===== src/rtl/alu_issue_stage_if.sv =====
// Bundle of the request, ALU and response signals around the ALU issue stage.
// The stage itself uses the slave modport; the control unit / ALU side uses master.
interface alu_issue_stage_if #(
    parameter int WIDTH = 32,
    parameter int CNT_W = 16
);
    // Request handshake from the control unit
    logic             req_valid;
    logic             req_ready;
    logic [2:0]       req_op;
    logic [1:0]       req_src_a_sel;
    logic [1:0]       req_src_b_sel;
    logic [WIDTH-1:0] req_rs1_data;
    logic [WIDTH-1:0] req_rs2_data;
    logic [WIDTH-1:0] req_pc;
    logic [WIDTH-1:0] req_imm;

    // Connection to the combinational ALU_TOP
    logic [WIDTH-1:0] ALUSrcA;
    logic [WIDTH-1:0] ALUSrcB;
    logic [2:0]       ALUControl;
    logic [WIDTH:0]   ALUResult;

    // Response handshake back to the consumer
    logic             resp_valid;
    logic             resp_ready;
    logic [WIDTH-1:0] resp_result;
    logic             resp_carry;
    logic             resp_zero;
    logic             resp_illegal;
    logic [CNT_W-1:0] op_count;

    modport slave (
        input  req_valid, req_op, req_src_a_sel, req_src_b_sel,
               req_rs1_data, req_rs2_data, req_pc, req_imm,
               ALUResult, resp_ready,
        output req_ready, ALUSrcA, ALUSrcB, ALUControl,
               resp_valid, resp_result, resp_carry, resp_zero, resp_illegal, op_count
    );

    modport master (
        output req_valid, req_op, req_src_a_sel, req_src_b_sel,
               req_rs1_data, req_rs2_data, req_pc, req_imm,
               ALUResult, resp_ready,
        input  req_ready, ALUSrcA, ALUSrcB, ALUControl,
               resp_valid, resp_result, resp_carry, resp_zero, resp_illegal, op_count
    );
endinterface


===== src/rtl/alu_issue_stage.sv =====
// ALU issue stage: accepts an op request, latches the selected operands, presents
// them to ALU_TOP for exactly one execute cycle, registers the result in ALUOut
// and holds it on the response handshake until it is consumed.
module alu_issue_stage #(
    parameter int WIDTH      = 32,
    parameter int STEP_CONST = 4,
    parameter int CNT_W      = 16
) (
    input  logic                clk,
    input  logic                rst,
    alu_issue_stage_if.slave    bus
);

    localparam logic [1:0] S_IDLE = 2'd0;
    localparam logic [1:0] S_EXEC = 2'd1;
    localparam logic [1:0] S_RESP = 2'd2;

    localparam logic [2:0] OP_NONE = 3'b000;
    localparam logic [2:0] OP_RSVD = 3'b111;

    logic [1:0]       state_q,   state_d;
    logic [WIDTH-1:0] a_q,       a_d;
    logic [WIDTH-1:0] b_q,       b_d;
    logic [2:0]       op_q,      op_d;
    logic [WIDTH:0]   alu_out_q, alu_out_d;
    logic             illegal_q, illegal_d;
    logic [CNT_W-1:0] cnt_q,     cnt_d;

    logic [WIDTH-1:0] sel_a;
    logic [WIDTH-1:0] sel_b;
    logic             op_illegal;

    // Operand source muxes; reserved selects read as zero
    always_comb begin
        // NOTE: every signal gets a default first so no path leaves it unassigned (no latch).
        sel_a = '0;
        sel_b = '0;
        case (bus.req_src_a_sel)
            2'b00:   sel_a = bus.req_rs1_data;
            2'b01:   sel_a = bus.req_pc;
            default: sel_a = '0;
        endcase
        case (bus.req_src_b_sel)
            2'b00:   sel_b = bus.req_rs2_data;
            2'b01:   sel_b = WIDTH'(STEP_CONST);
            2'b10:   sel_b = bus.req_imm;
            default: sel_b = '0;
        endcase
    end

    assign op_illegal = (bus.req_op == OP_NONE) || (bus.req_op == OP_RSVD);

    // Next-state and datapath register updates for IDLE -> EXEC -> RESP sequencing
    always_comb begin
        state_d   = state_q;
        a_d       = a_q;
        b_d       = b_q;
        op_d      = op_q;
        alu_out_d = alu_out_q;
        illegal_d = illegal_q;
        cnt_d     = cnt_q;
        case (state_q)
            S_IDLE: begin
                if (bus.req_valid) begin
                    a_d  = sel_a;
                    b_d  = sel_b;
                    op_d = bus.req_op;
                    if (op_illegal) begin
                        // Illegal ops skip the ALU entirely and answer with a zero result
                        alu_out_d = '0;
                        illegal_d = 1'b1;
                        state_d   = S_RESP;
                    end else begin
                        state_d   = S_EXEC;
                    end
                end
            end
            S_EXEC: begin
                alu_out_d = bus.ALUResult;
                illegal_d = 1'b0;
                state_d   = S_RESP;
            end
            S_RESP: begin
                if (bus.resp_ready) begin
                    cnt_d   = cnt_q + CNT_W'(1);
                    state_d = S_IDLE;
                end
            end
            default: state_d = S_IDLE;
        endcase
    end

    // State registers with synchronous reset; an in-flight op is simply dropped
    always_ff @(posedge clk) begin
        // NOTE: sequential state uses non-blocking assignments so all flops update together.
        if (rst) begin
            state_q   <= S_IDLE;
            a_q       <= '0;
            b_q       <= '0;
            op_q      <= OP_NONE;
            alu_out_q <= '0;
            illegal_q <= 1'b0;
            cnt_q     <= '0;
        end else begin
            state_q   <= state_d;
            a_q       <= a_d;
            b_q       <= b_d;
            op_q      <= op_d;
            alu_out_q <= alu_out_d;
            illegal_q <= illegal_d;
            cnt_q     <= cnt_d;
        end
    end

    // ALU drive is gated to the EXEC cycle so ALU_TOP sees zero/000 otherwise
    always_comb begin
        bus.ALUSrcA    = '0;
        bus.ALUSrcB    = '0;
        bus.ALUControl = OP_NONE;
        if (state_q == S_EXEC) begin
            bus.ALUSrcA    = a_q;
            bus.ALUSrcB    = b_q;
            bus.ALUControl = op_q;
        end
    end

    assign bus.req_ready    = (state_q == S_IDLE);
    assign bus.resp_valid   = (state_q == S_RESP);
    assign bus.resp_result  = alu_out_q[WIDTH-1:0];
    assign bus.resp_carry   = alu_out_q[WIDTH];
    assign bus.resp_zero    = (alu_out_q[WIDTH-1:0] == '0);
    assign bus.resp_illegal = illegal_q;
    assign bus.op_count     = cnt_q;

endmodule

===== src/flat_wrapper.sv =====
// flat-port wrapper written by rule: the top's interface ports become plain ports
module alu_issue_stage_flat 
#(
    parameter int WIDTH      = 32,
    parameter int STEP_CONST = 4,
    parameter int CNT_W      = 16
)
  (clk, rst, bus_req_valid, bus_req_op, bus_req_src_a_sel, bus_req_src_b_sel, bus_req_rs1_data, bus_req_rs2_data, bus_req_pc, bus_req_imm, bus_ALUResult, bus_resp_ready, bus_req_ready, bus_ALUSrcA, bus_ALUSrcB, bus_ALUControl, bus_resp_valid, bus_resp_result, bus_resp_carry, bus_resp_zero, bus_resp_illegal, bus_op_count);
  alu_issue_stage_if #(.WIDTH(WIDTH), .CNT_W(CNT_W)) bus_i ();
  input  logic clk;
  input  logic rst;
  input wire logic [$bits(bus_i.req_valid)-1:0] bus_req_valid;
  input wire logic [$bits(bus_i.req_op)-1:0] bus_req_op;
  input wire logic [$bits(bus_i.req_src_a_sel)-1:0] bus_req_src_a_sel;
  input wire logic [$bits(bus_i.req_src_b_sel)-1:0] bus_req_src_b_sel;
  input wire logic [$bits(bus_i.req_rs1_data)-1:0] bus_req_rs1_data;
  input wire logic [$bits(bus_i.req_rs2_data)-1:0] bus_req_rs2_data;
  input wire logic [$bits(bus_i.req_pc)-1:0] bus_req_pc;
  input wire logic [$bits(bus_i.req_imm)-1:0] bus_req_imm;
  input wire logic [$bits(bus_i.ALUResult)-1:0] bus_ALUResult;
  input wire logic [$bits(bus_i.resp_ready)-1:0] bus_resp_ready;
  output wire logic [$bits(bus_i.req_ready)-1:0] bus_req_ready;
  output wire logic [$bits(bus_i.ALUSrcA)-1:0] bus_ALUSrcA;
  output wire logic [$bits(bus_i.ALUSrcB)-1:0] bus_ALUSrcB;
  output wire logic [$bits(bus_i.ALUControl)-1:0] bus_ALUControl;
  output wire logic [$bits(bus_i.resp_valid)-1:0] bus_resp_valid;
  output wire logic [$bits(bus_i.resp_result)-1:0] bus_resp_result;
  output wire logic [$bits(bus_i.resp_carry)-1:0] bus_resp_carry;
  output wire logic [$bits(bus_i.resp_zero)-1:0] bus_resp_zero;
  output wire logic [$bits(bus_i.resp_illegal)-1:0] bus_resp_illegal;
  output wire logic [$bits(bus_i.op_count)-1:0] bus_op_count;
  assign bus_i.req_valid = bus_req_valid;
  assign bus_i.req_op = bus_req_op;
  assign bus_i.req_src_a_sel = bus_req_src_a_sel;
  assign bus_i.req_src_b_sel = bus_req_src_b_sel;
  assign bus_i.req_rs1_data = bus_req_rs1_data;
  assign bus_i.req_rs2_data = bus_req_rs2_data;
  assign bus_i.req_pc = bus_req_pc;
  assign bus_i.req_imm = bus_req_imm;
  assign bus_i.ALUResult = bus_ALUResult;
  assign bus_i.resp_ready = bus_resp_ready;
  assign bus_req_ready = bus_i.req_ready;
  assign bus_ALUSrcA = bus_i.ALUSrcA;
  assign bus_ALUSrcB = bus_i.ALUSrcB;
  assign bus_ALUControl = bus_i.ALUControl;
  assign bus_resp_valid = bus_i.resp_valid;
  assign bus_resp_result = bus_i.resp_result;
  assign bus_resp_carry = bus_i.resp_carry;
  assign bus_resp_zero = bus_i.resp_zero;
  assign bus_resp_illegal = bus_i.resp_illegal;
  assign bus_op_count = bus_i.op_count;
  alu_issue_stage #(.WIDTH(WIDTH), .STEP_CONST(STEP_CONST), .CNT_W(CNT_W)) u_core (.clk(clk), .rst(rst), .bus(bus_i));
endmodule

===== config.mk =====
export PLATFORM = sky130hd
export DESIGN_NAME = alu_issue_stage_flat
export DESIGN_NICKNAME = d
export VERILOG_FILES = /design/src/rtl/alu_issue_stage_if.sv /design/src/rtl/alu_issue_stage.sv /design/src/flat_wrapper.sv
export SDC_FILE = /design/constraint.sdc
export NUM_CORES = 1
export LEC_CHECK = 0
export ABC_CLOCK_PERIOD_IN_PS = 2900
export CELL_PAD_IN_SITES_DETAIL_PLACEMENT = 1
export CELL_PAD_IN_SITES_GLOBAL_PLACEMENT = 2
export CORE_ASPECT_RATIO = 1.1
export CORE_UTILIZATION = 23
export CTS_BUF_LIST = sky130_fd_sc_hd__clkbuf_4 sky130_fd_sc_hd__clkbuf_8 sky130_fd_sc_hd__clkbuf_16
export CTS_CLUSTER_SIZE = 28
export DETAILED_ROUTE_END_ITERATION = 8
export PLACE_DENSITY_LB_ADDON = 0.1
export SKIP_LAST_GASP = 1
export SYNTH_ARGS = -nofsm -noshare
export SYNTH_HDL_FRONTEND = slang
export SYNTH_SLANG_ARGS = --single-unit

===== constraint.sdc =====
create_clock -name clk -period 2.9 [get_ports clk]
set_clock_uncertainty 0.05 [all_clocks]
set_input_delay 0.725 -clock clk [delete_from_list [all_inputs] [get_ports clk]]
set_output_delay 0.725 -clock clk [all_outputs]
set_load 0.02 [all_outputs]

[After elaboration in Yosys (flattened, before gate mapping)]
Index checks and enable logic that the tools add are counted.
Word-level totals
  register bits after elaboration: 119
  bits of input ports: 172
Cells by class
  $add $sub $neg: 1
  equal/unequal tests: 9
  mux-type cells: 15
  reduce and logical (&&, ||, !) cells: 11
Operators with widths (count)
  32-bit one-hot mux with 3 select lines: 1
  33-bit 2-to-1 mux: 2
  33-bit one-hot mux with 2 select lines: 1
  32-bit 2-to-1 mux: 2
  32-bit one-hot mux with 2 select lines: 1
  32-bit zero test: 1
  16-bit by 1-bit adder with 16-bit output (second input constant): 1
  2-bit by 1-bit == test with 1-bit output (second input constant): 3
  2-bit zero test: 3
  2-bit 2-to-1 mux: 3
  2-bit one-hot mux with 3 select lines: 1
  2-bit AND reduction: 3
  2-bit == test (second input constant): 2
  2-bit != test (second input constant): 2
  3-bit == test (second input constant): 1
  3-bit zero test: 1
  3-bit 2-to-1 mux: 1
  3-bit AND reduction: 1
  1-bit 2-to-1 mux: 2
  2-bit by 1-bit != test with 1-bit output (second input constant): 1
  1-bit one-hot mux with 2 select lines: 1
  2-bit nonzero test: 1
  1-bit logical OR: 1

[Longest topological paths before layout]
  depth in word-level cells: 5
  gate-level depth with buffers: 7
  gate-level depth less buffers: 5

[Worst setup path before layout]
OpenSTA, ideal clock, no wires.
  kind: reg2out
  start point: register u_core.state_q[1]
  end point: output bus_ALUSrcA[10]
  data arrival time: 1296 ps
  data required time: 2125 ps
  slack: 829 ps
  cell stages (with the launch flop): 5
  path buffers: 2
  cell sequence: dfxtp_1 -> and2b_1 -> clkbuf_1 -> clkbuf_1 -> and2_1
On the way
  word-level cells in the longest chain between the ends: 2
RTL lines
  start: declaration: line alu_issue_stage.sv:21  | logic [1:0] state_q, state_d;
  start signal: assignment: line alu_issue_stage.sv:105  | state_q <= state_d;
  2-bit by 1-bit == test with 1-bit output: line alu_issue_stage.sv:120  | if (state_q == S_EXEC) begin
  32-bit 2-to-1 mux: line alu_issue_stage.sv:120
  end: declaration: line flat_wrapper.sv:23  | output wire logic [$bits(bus_i.ALUSrcA)-1:0] bus_ALUSrcA;
No other way between the ends.

[Final worst setup path]
  start point: register u_core.state_q[0]
  end point: output bus_ALUSrcA[3]
Same word-level chain as after synthesis.

==> results.toml <==
[finish]
post-route-util_pct = 39.8
final_cells = 1292
drive_above_1_share_pct = 6.11
nets = 1142
antenna_cells = 0
fillers = 2821
register_area_mm2 = 0.00238
area_growth_pct = 70.2
multi_input_area_mm2 = 0.00309

[timing]
relSlewSlack_pct = 61.9
period_minus_slack_ns = 2.80
fmax_mhz = 357
setup_violations = 0
worst_slack_ns = 0.0959
rsz0062_at_grt = "yes"
hold_violations = 0
tightestPinTransition_ns = 0.572
holdWs_ns = 0.426
final_max_slew_viol_count = 0
min_period_over_period_pct = 96.7

[floorplanning]
die_w_um = 152
fp.dieH_um = 167
die_area_mm2 = 0.0255
ioPinCount = 292
core_mm2 = 0.0244
start_util_pct = 23.4
rows = 60

[placed_design]
gp_congestion = 0.722
numPortBuffers = 291
dp_hpwl_um = 15100
dpl_worst_slack_ns = 0.261
dpl.cell_count = 1258

[logic_synthesis]
synth.avg_cell_area_um2 = 8.12
ys_types = 32
netlist_area_mm2 = 0.00571
synth_fp_nets = 876
yosysTopAreaCell = "dfxtp_1"
synth_edf_count = 0
postSynth.asyncResetShare_pct = 0
synth-seq-cells = 119
synth_area_leaders = "dfxtp_1 42%, mux2i_1 12%, nor2_1 7.4%, and2_1 7.3%, a21oi_1 6.4%"
synthFlopType = "dfxtp_1"
synth_top_cell_area_share_pct = 41.7
synth.yosys.seq_area_share_pct = 41.7
yosysWarnings = 0
synthCells = 703

[cts]
cts_tree = "done"
clockBufferDepth = 2
worstSkewPairLatency_ns = 0.41
ctsHoldBuffers = 0
cts.clk_slew.worst_paths_ns = 0.06
cts_htree_levels = 4
cts_made_buffers = 17
cts.sinks = 119
cts_root_buf = "clkbuf_16"

[detailed_routing]
wl_per_cell_um = 16.5
drt_iter0_markers = 219
vias_per_cell = 4.62
ant_nets = 0
drcViolationCount = 15
firstDrtPassIters = 7
wl_um = 21400
vias = 5967

[worst_setup_path]
crit_type = "reg -> out"
crit_required_ns = 2.12
crit_path_max_fanout = 44
cp.arrival_ns = 2.03
rr_endpoint = "u_core.bus.op_count[14]"
end_kind = "output pin"
reg2reg_slack_ns = 1.05
r2r_cells = 5
startpoint_type = "flop"
r2r-start = "u_core.bus.op_count[0]"

[min_path]
holdPathEnd = "u_core.a_q[16]"
hold_path_depth = 2
min_path_type = "reg -> reg"
min_from = "u_core.a_q[16]"

[power_and_ir_drop]
powerDensity_mw_per_mm2 = 485
p_leak_uw = 0.00445
peakVddDrop_uv = 323

[global_routing]
antenna_found_initial = 0
grt-ovfl-total = 0
grt_usage_pct = 16.8
grt_max_degree = 59
grt_pass1_vias = 6055
grt_pass1_wl_um = 33600

[run]
cap_violations = 0

[run_status]
violations = "DRC"
status = "finished with violations"
logic make-up (layout without fill, tap and decap cells):
group | count (synthesis) | count (layout) | synth area share, %
buffers and inverters | 65 | 344 | 4.56
AO/OA/AOI/OAI | 115 | 115 | 12.5
multiplexers | 66 | 66 | 11.6
XOR/XNOR | 8 | 8 | 1.23
AND/OR/NAND/NOR | 329 | 329 | 28.2
flip-flops | 119 | 119 | 41.7
adder cells (fa/ha/maj) | 1 | 1 | 0.219
per-stage QoR:
stage | TNS (ns) | power [µW] | cell area (µm²)
finish | 0 | 4710 | 9720
floorplan | 0 | 2170 | 5710
global route | -0.0527 | 4950 | 9720
CTS | -0.330 | 4800 | 9580
detailed placement | 0 | 2620 | 8970
global placement | 0 | 2620 | 8970
worst max path at each step:
stage | start | depth (start not counted) | slack, ns | endpoint
2_1_floorplan | u_core.state_q[1] | 4 | 0.83 | bus_ALUSrcA[10]
3_3_place_gp | bus_resp_ready | 5 | 0.32 | u_core.bus.op_count[13]
3_5_place_dp | bus_resp_ready | 5 | 0.26 | u_core.bus.op_count[13]
4_1_cts | u_core.state_q[0] | 4 | -0.03 | bus_ALUSrcB[22]
5_1_grt | u_core.state_q[0] | 4 | -0.01 | bus_ALUSrcB[18]
6_report | u_core.state_q[0] | 4 | 0.1 | bus_ALUSrcA[3]
sequential cells by signal, indices dropped and copies added, names as in the netlist:
name / cells
u_core.alu_out_q: 33
u_core.state_q: 2
u_core.op_q: 3
u_core.bus.op_count: 16
u_core.b_q: 32
u_core.a_q: 32
u_core.bus.resp_illegal: 1
placed cells by master, fill, tap and decap left out, drive strengths merged, types with 6 or more instances in the layout:
cell	instances
nand2	38
clkdlybuf4s50	246
and2	67
mux2i	66
xnor2	6
nor2	112
clkbuf	20
a21oi	74
buf	20
nor3	70
nand3	8
nor4	9
inv	6
dfxtp	119
dlymetal6s2s	40
a2bb2oi	33
nand4	6
cells in the mapped netlist, types with 7 or more instances:
master	count
a21oi_1	73
a2bb2oi_1	33
and2_1	67
buf_2	7
clkbuf_1	50
dfxtp_1	119
mux2i_1	66
nand2_1	38
nand3_1	8
nor2_1	112
nor3_1	70
nor4_1	9
critical path, cell delays in order (launching register included):
cell,delay [ns]
dfxtp_1,0.40
and2b_2,0.25
buf_12,0.20
and2_1,0.15
clkdlybuf4s50_1,0.60
routing by layer:
metal | GRT usage [%] | wire length (µm) | vias up
met3 | 5.43 | 1520 | 18
li1 | - | - | 2956
met2 | 28.7 | 10400 | 165
met4 | 5.50 | 323 | 0
met1 | 19.9 | 9080 | 2828
met5 | 0 | 0 | -
cell type report:
| type | instances | share of cell area, % |
|---|---|---|
| repair buffers | 309 | 33.4 |
| multi-input cells | 519 | 31.8 |
| flip-flops and latches | 119 | 24.5 |
| clock buffers | 19 | 4.66 |
| well taps | 310 | 3.99 |
| clock inverters | 13 | 1.48 |
| inverters | 3 | 0.116 |
report_power, final:
| group | switching, µW | internal (µW) | leakage, µW | total (µW) |
|---|---|---|---|---|
| combinational | 381 | 447 | 0.00320 | 828 |
| clock | 814 | 1320 | 0.000282 | 2130 |
| sequential | 45.8 | 1710 | 0.000967 | 1750 |
timing repair:
action | 4_1_cts | 5_1_grt
gates resized for setup | 3 | 42
gates cloned | 0 | 1
setup endpoints to repair | 26 | 63
buffers inserted | 0 | 1
(Power assumes the default switching activity.)
